### src/rtl/asg_sweep_ctrl.sv
// Frequency-sweep sequencer for one ASG channel.
// Steps the channel phase increment from start to stop in once/repeat/ping-pong modes.
module asg_sweep_ctrl #(
    parameter int SW = 32,
    parameter int CW = 16
) (
    input  logic          dac_clk_i,
    input  logic          dac_rst_i,
    input  logic          cfg_en_i,
    input  logic [1:0]    cfg_mode_i,
    input  logic [SW-1:0] cfg_start_i,
    input  logic [SW-1:0] cfg_stop_i,
    input  logic [SW-1:0] cfg_incr_i,
    input  logic [31:0]   cfg_period_i,
    input  logic          trig_i,
    input  logic          stop_i,
    output logic [SW-1:0] step_o,
    output logic          step_vld_o,
    output logic          busy_o,
    output logic          done_o,
    output logic [CW-1:0] sweep_cnt_o
);

    typedef enum logic [1:0] {
        S_IDLE,
        S_RUN,
        S_DONE
    } state_t;

    state_t        state_q, state_d;
    logic [1:0]    mode_q, mode_d;
    logic [SW-1:0] start_q, start_d;
    logic [SW-1:0] stop_q, stop_d;
    logic [SW-1:0] incr_q, incr_d;
    logic [31:0]   per_q, per_d;
    logic [31:0]   hold_q, hold_d;
    logic          dir_q, dir_d;
    logic          rev_q, rev_d;
    logic          leg_end_q, leg_end_d;
    logic [SW-1:0] step_d;
    logic          vld_d, busy_d, done_d;
    logic [CW-1:0] cnt_d, cnt_inc;

    logic          trig_go, abort, tick, once;
    logic          leg_up;
    logic [SW-1:0] tgt_fw, tgt_rv;
    logic [SW:0]   upd_fw, upd_rv;

    // MSB = stop reached (incl. carry/borrow), LSBs = clamped next value
    function automatic logic [SW:0] upd(
        input logic [SW-1:0] cur,
        input logic [SW-1:0] inc,
        input logic [SW-1:0] tgt,
        input logic          up
    );
        logic [SW:0] nxt;
        logic        hit;
        if (up) begin
            nxt = {1'b0, cur} + {1'b0, inc};
            hit = nxt >= {1'b0, tgt};
        end else begin
            nxt = {1'b0, cur} - {1'b0, inc};
            hit = nxt[SW] || (nxt[SW-1:0] <= tgt);
        end
        return {hit, hit ? tgt : nxt[SW-1:0]};
    endfunction

    assign trig_go = trig_i && cfg_en_i && !stop_i;
    assign abort   = stop_i || !cfg_en_i;
    assign tick    = (hold_q == 32'd0);
    assign once    = (mode_q[1] == mode_q[0]);
    assign leg_up  = dir_q ^ rev_q;
    assign tgt_fw  = rev_q ? start_q : stop_q;
    assign tgt_rv  = rev_q ? stop_q : start_q;
    assign upd_fw  = upd(step_o, incr_q, tgt_fw, leg_up);
    assign upd_rv  = upd(step_o, incr_q, tgt_rv, ~leg_up);
    assign cnt_inc = (&sweep_cnt_o) ? sweep_cnt_o : sweep_cnt_o + CW'(1);

    always_ff @(posedge dac_clk_i or posedge dac_rst_i) begin
        if (dac_rst_i) state_q <= S_IDLE;
        else           state_q <= state_d;
    end

    always_comb begin
        state_d = state_q;
        unique case (state_q)
            S_IDLE: if (trig_go) state_d = S_RUN;
            S_RUN: begin
                if (abort)                         state_d = S_IDLE;
                else if (tick && leg_end_q && once) state_d = S_DONE;
            end
            default: state_d = S_IDLE;
        endcase
    end

    always_comb begin
        mode_d    = mode_q;
        start_d   = start_q;
        stop_d    = stop_q;
        incr_d    = incr_q;
        per_d     = per_q;
        hold_d    = hold_q;
        dir_d     = dir_q;
        rev_d     = rev_q;
        leg_end_d = leg_end_q;
        step_d    = step_o;
        cnt_d     = sweep_cnt_o;
        vld_d     = 1'b0;
        busy_d    = (state_d == S_RUN);
        done_d    = (state_q == S_RUN) && (state_d == S_DONE);
        if (state_q == S_IDLE && trig_go) begin
            mode_d    = cfg_mode_i;
            start_d   = cfg_start_i;
            stop_d    = cfg_stop_i;
            incr_d    = cfg_incr_i;
            per_d     = (cfg_period_i == 32'd0) ? 32'd0 : cfg_period_i - 32'd1;
            hold_d    = per_d;
            dir_d     = (cfg_start_i <= cfg_stop_i);
            rev_d     = 1'b0;
            leg_end_d = (cfg_start_i == cfg_stop_i);
            step_d    = cfg_start_i;
            cnt_d     = '0;
            vld_d     = 1'b1;
        end else if (state_q == S_RUN && !abort) begin
            if (!tick) begin
                hold_d = hold_q - 32'd1;
            end else begin
                hold_d = per_q;
                if (!leg_end_q) begin
                    step_d    = upd_fw[SW-1:0];
                    leg_end_d = upd_fw[SW];
                    if (upd_fw[SW] && mode_q == 2'd2 && rev_q) cnt_d = cnt_inc;
                end else if (mode_q == 2'd1) begin
                    step_d    = start_q;
                    leg_end_d = (start_q == stop_q);
                    cnt_d     = cnt_inc;
                end else if (mode_q == 2'd2) begin
                    // turn around and take the first step of the new leg at once
                    rev_d     = ~rev_q;
                    step_d    = upd_rv[SW-1:0];
                    leg_end_d = upd_rv[SW];
                    if (upd_rv[SW] && !rev_q) cnt_d = cnt_inc;
                end
                vld_d = (step_d != step_o);
            end
        end
    end

    always_ff @(posedge dac_clk_i or posedge dac_rst_i) begin
        if (dac_rst_i) begin
            mode_q      <= '0;
            start_q     <= '0;
            stop_q      <= '0;
            incr_q      <= '0;
            per_q       <= '0;
            hold_q      <= '0;
            dir_q       <= 1'b0;
            rev_q       <= 1'b0;
            leg_end_q   <= 1'b0;
            step_o      <= '0;
            step_vld_o  <= 1'b0;
            busy_o      <= 1'b0;
            done_o      <= 1'b0;
            sweep_cnt_o <= '0;
        end else begin
            mode_q      <= mode_d;
            start_q     <= start_d;
            stop_q      <= stop_d;
            incr_q      <= incr_d;
            per_q       <= per_d;
            hold_q      <= hold_d;
            dir_q       <= dir_d;
            rev_q       <= rev_d;
            leg_end_q   <= leg_end_d;
            step_o      <= step_d;
            step_vld_o  <= vld_d;
            busy_o      <= busy_d;
            done_o      <= done_d;
            sweep_cnt_o <= cnt_d;
        end
    end

endmodule

### config.mk
export PLATFORM = sky130hd
export DESIGN_NAME = asg_sweep_ctrl
export DESIGN_NICKNAME = d
export VERILOG_FILES = /design/src/rtl/asg_sweep_ctrl.sv
export SDC_FILE = /design/constraint.sdc
export NUM_CORES = 1
export LEC_CHECK = 0
export BUFFER_PORTS_ARGS = -buffer_cell sky130_fd_sc_hd__clkbuf_2
export CAP_MARGIN = 20
export CORE_UTILIZATION = 49
export DETAILED_ROUTE_END_ITERATION = 8
export GPL_TIMING_DRIVEN = 0
export HOLD_SLACK_MARGIN = 0.05
export PLACE_DENSITY = 0.72
export SLEW_MARGIN = 15
export SYNTH_ARGS = -nofsm -noshare
export SYNTH_HDL_FRONTEND = slang
export SYNTH_SLANG_ARGS = --single-unit
### constraint.sdc
create_clock -name dac_clk_i -period 6.6 [get_ports dac_clk_i]
set_input_delay 0 -clock dac_clk_i [delete_from_list [all_inputs] [get_ports dac_clk_i]]
set_output_delay 0 -clock dac_clk_i [all_outputs]
set_load 0.1 [all_outputs]
==> qor.csv <==
metric,value,unit
vias in the first global route,25495,
Leak,12.41,nW
Post-synth EDFFs,0,
Relative slew margins,19.98,%
# IOs,186,
Synth Cell Area,22290,um^2
Max VDD drop,0.0005141,V
"Avg Cell Area, Syn",7.868,um^2
Worst R2R Start,step_o[5],
Post-DP HPWL,84660,um
outcome,"complete, but fails checks",
Total GRT Usage,48.12,%
drt drc,0,
initial antenna violation count,3,
CP endpoint kind,flop,
Overall Power,16.26,mW
clk sinks,218,
Pre-Repair DR Iteration Count,9,
CP max FO,10,
dpl cell area,24040,um^2
Core ar.,44510,um^2
mean number of vias per cell,6.729,
first-pass GRT wire length,165400,um
syn nets,3199,
Min Hold Slack,113.0,ps
final setup fails,6,
Synth top area share,24.47,%
ys async rst share,100.0,%
die span in x,215.3,um
Tcrit/Tclk final,106.1,%
final WL,115200,um
post-synthesis sequential area ratio,24.47,%
site row count,77,
slowest CP cell,dfrtp_2,
most numerous cell in the Yosys netlist,nand2_1,
setup_tns,-560.5,ps
Max Transition Viols Final,0,
die area,46350,um^2
Reg2Reg Capture Point,step_vld_o,
fin util,63.41,%
startpoint types,flop,
Nets,3650,
HP Class,input pin to flop,
R2R cell count,26,
Worst R2R Setup Slack,-410,ps
Final Worst Setup Slack,-405.8,ps
total grt overflow,0,
number of synthesized register bits,218,
largest cells by area after synthesis,"dfrtp_1 (24%), ha_1 (13%), nand2_1 (6.4%)",
Finished Cell Area,28220,um^2
Yosys top cell by area,dfrtp_1,
Worst path max stage delay,500,ps
"Top FF cell, synth",dfrtp_1,
Final Hold Vio Count,0,
vias,26231,
PortBufs,185,
PwrDens,576.1,nW/um^2
1st-iter DRT viols,3830,
CTS Buf Count,26,
Worst setup endpoint,step_vld_o,
Ys Warns,0,
Critical Path Start,step_o[5],
ANT nets after route,0,
largest net degree at the start of global routing,99,
Worst EP required,7040,ps
RSZ-0062 raised after global routing,yes,
wire length per cell,29.55,um
maxcap violations,0,
Post-synth top cells,"nand2_1 (382), o21ai_0 (238), ha_1 (229)",
"CTS clk-pin slew, worst paths",80,ps
H-Tree Depth,1,
Longest Clk Path Bufs,3,
Final GP Congestion,1.032,
Starting Density,50.08,%
die height,215.3,um
WP data arrival,7450,ps
share of layout cells above drive strength 1,17.29,%
Max Clock Freq,0.1427,GHz
Worst-Margin Slew,1196,ps
worst-skew pair later-pin latency,610,ps
Post-Syn Instances,2833,
CTS tree,built,
crit path time final,7006,ps
CTS root buffer,clkbuf_16,
critical path type,flop to flop,
failing checks,negative setup slack,
count of cell types in the netlist,100,
worst-case clock skew,22.63,ps
P&R area growth vs syn,26.62,%
==> power by group <==
part	total (mW)	internal [mW]	switching, mW
clock network	1.51	0.829	0.684
logic	12.5	4.55	7.96
registers	2.24	1.63	0.610
total	16.3	7.01	9.25
==> cell type report <==
class                      instances  area, um^2
clock buffer                      31       689.4
antenna                            3       7.507
fill                            3664       16290
buffer                           152       768.2
sequential                       218        5485
multi-input combinational       2323       16690
timing repair buffer             426        3151
inverter                         137       528.0
clock inverter                    16       166.4
tap                              592       740.7
==> per-stage QoR <==
| stage | setup slack, ps | std cells |
|---|---|---|
| floorplan | 11.64 | 2833 |
| finish | -405.8 | 3898 |
| CTS | -121.9 | 3883 |
| global placement | -3052 | 3610 |
| global route | -473.2 | 3897 |
| detailed placement | -3085 | 3615 |
==> worst min-delay path by stage <==
stage                        from             end  slack (ps)  depth (start not counted)
finish              cfg_incr_i[0]       incr_q[0]         110                          4
global route               stop_i       step_o[7]         110                          4
CTS                        trig_i  sweep_cnt_o[1]          60                          4
detailed placement      dac_rst_i       per_q[14]          30                          2
global placement    cfg_incr_i[0]       incr_q[0]         190                          3
floorplan           cfg_incr_i[0]       incr_q[0]         110                          2
==> cells in the final DEF, fill, tap and decap left out, types with 35 or more instances in the layout <==
master,n
nand2_1,380
o21ai_0,227
ha_1,214
dfrtp_1,196
nor2_1,191
clkbuf_2,188
a21oi_1,179
xnor2_1,152
dlygate4sd3_1,149
inv_1,127
clkbuf_1,105
mux2i_1,93
buf_4,93
a21o_1,72
nor3_1,64
nand3_1,54
nand4_1,48
xor2_1,35
o211ai_1,35
==> critical path: cells and delay by family, from the launching register on <==
family | cells | cell delay [ps]
AOI/OAI and AO/OA | 12 | 3460
and+or+nand+nor | 6 | 1270
buffers and inverters | 5 | 810
adders and majority gates | 2 | 590
DFF | 1 | 500
xor gates and xnor gates | 1 | 200
==> what timing repair did <==
item | CTS | global route
pin swaps | 76 | 15
endpoints found under the setup margin | 50 | 17
buffers inserted | 75 | 10
endpoints found under the hold margin | 412 | 0
hold buffers | 149 | 0
gates resized for setup | 225 | 28
==> sequential cells by signal, summed over array words and instances, names as in the netlist, 2 cells and up <==
name / count
start_q: 32
sweep_cnt_o: 16
step_o: 32
mode_q: 2
per_q: 32
incr_q: 32
stop_q: 32
state_q: 2
hold_q: 32
==> cell families (layout without fill, tap and decap cells) <==
kind of cell / count (synthesis) / in the layout / synth area share (%)
simple gates: 970 / 970 / 20.58
compound gates: 806 / 806 / 23.35
buf+inv: 292 / 762 / 5.321
fa+ha+maj: 231 / 231 / 13.03
flops: 218 / 218 / 24.47
xor+xnor: 201 / 201 / 7.960
mux: 115 / 115 / 5.276
other cells: 0 / 3 / 0
==> layer usage <==
metal	wire (um)	track usage, %	part of all wire (%)	vias to the layer above
li1	-	-	-	11120
met1	44440	61.59	39	12590
met2	49090	73.46	43	2044
met3	13940	12.88	12	477
met4	7712	26.48	6.7	0
met5	0	0	0	-
No activity file was read; power rests on OpenSTA's default activity.
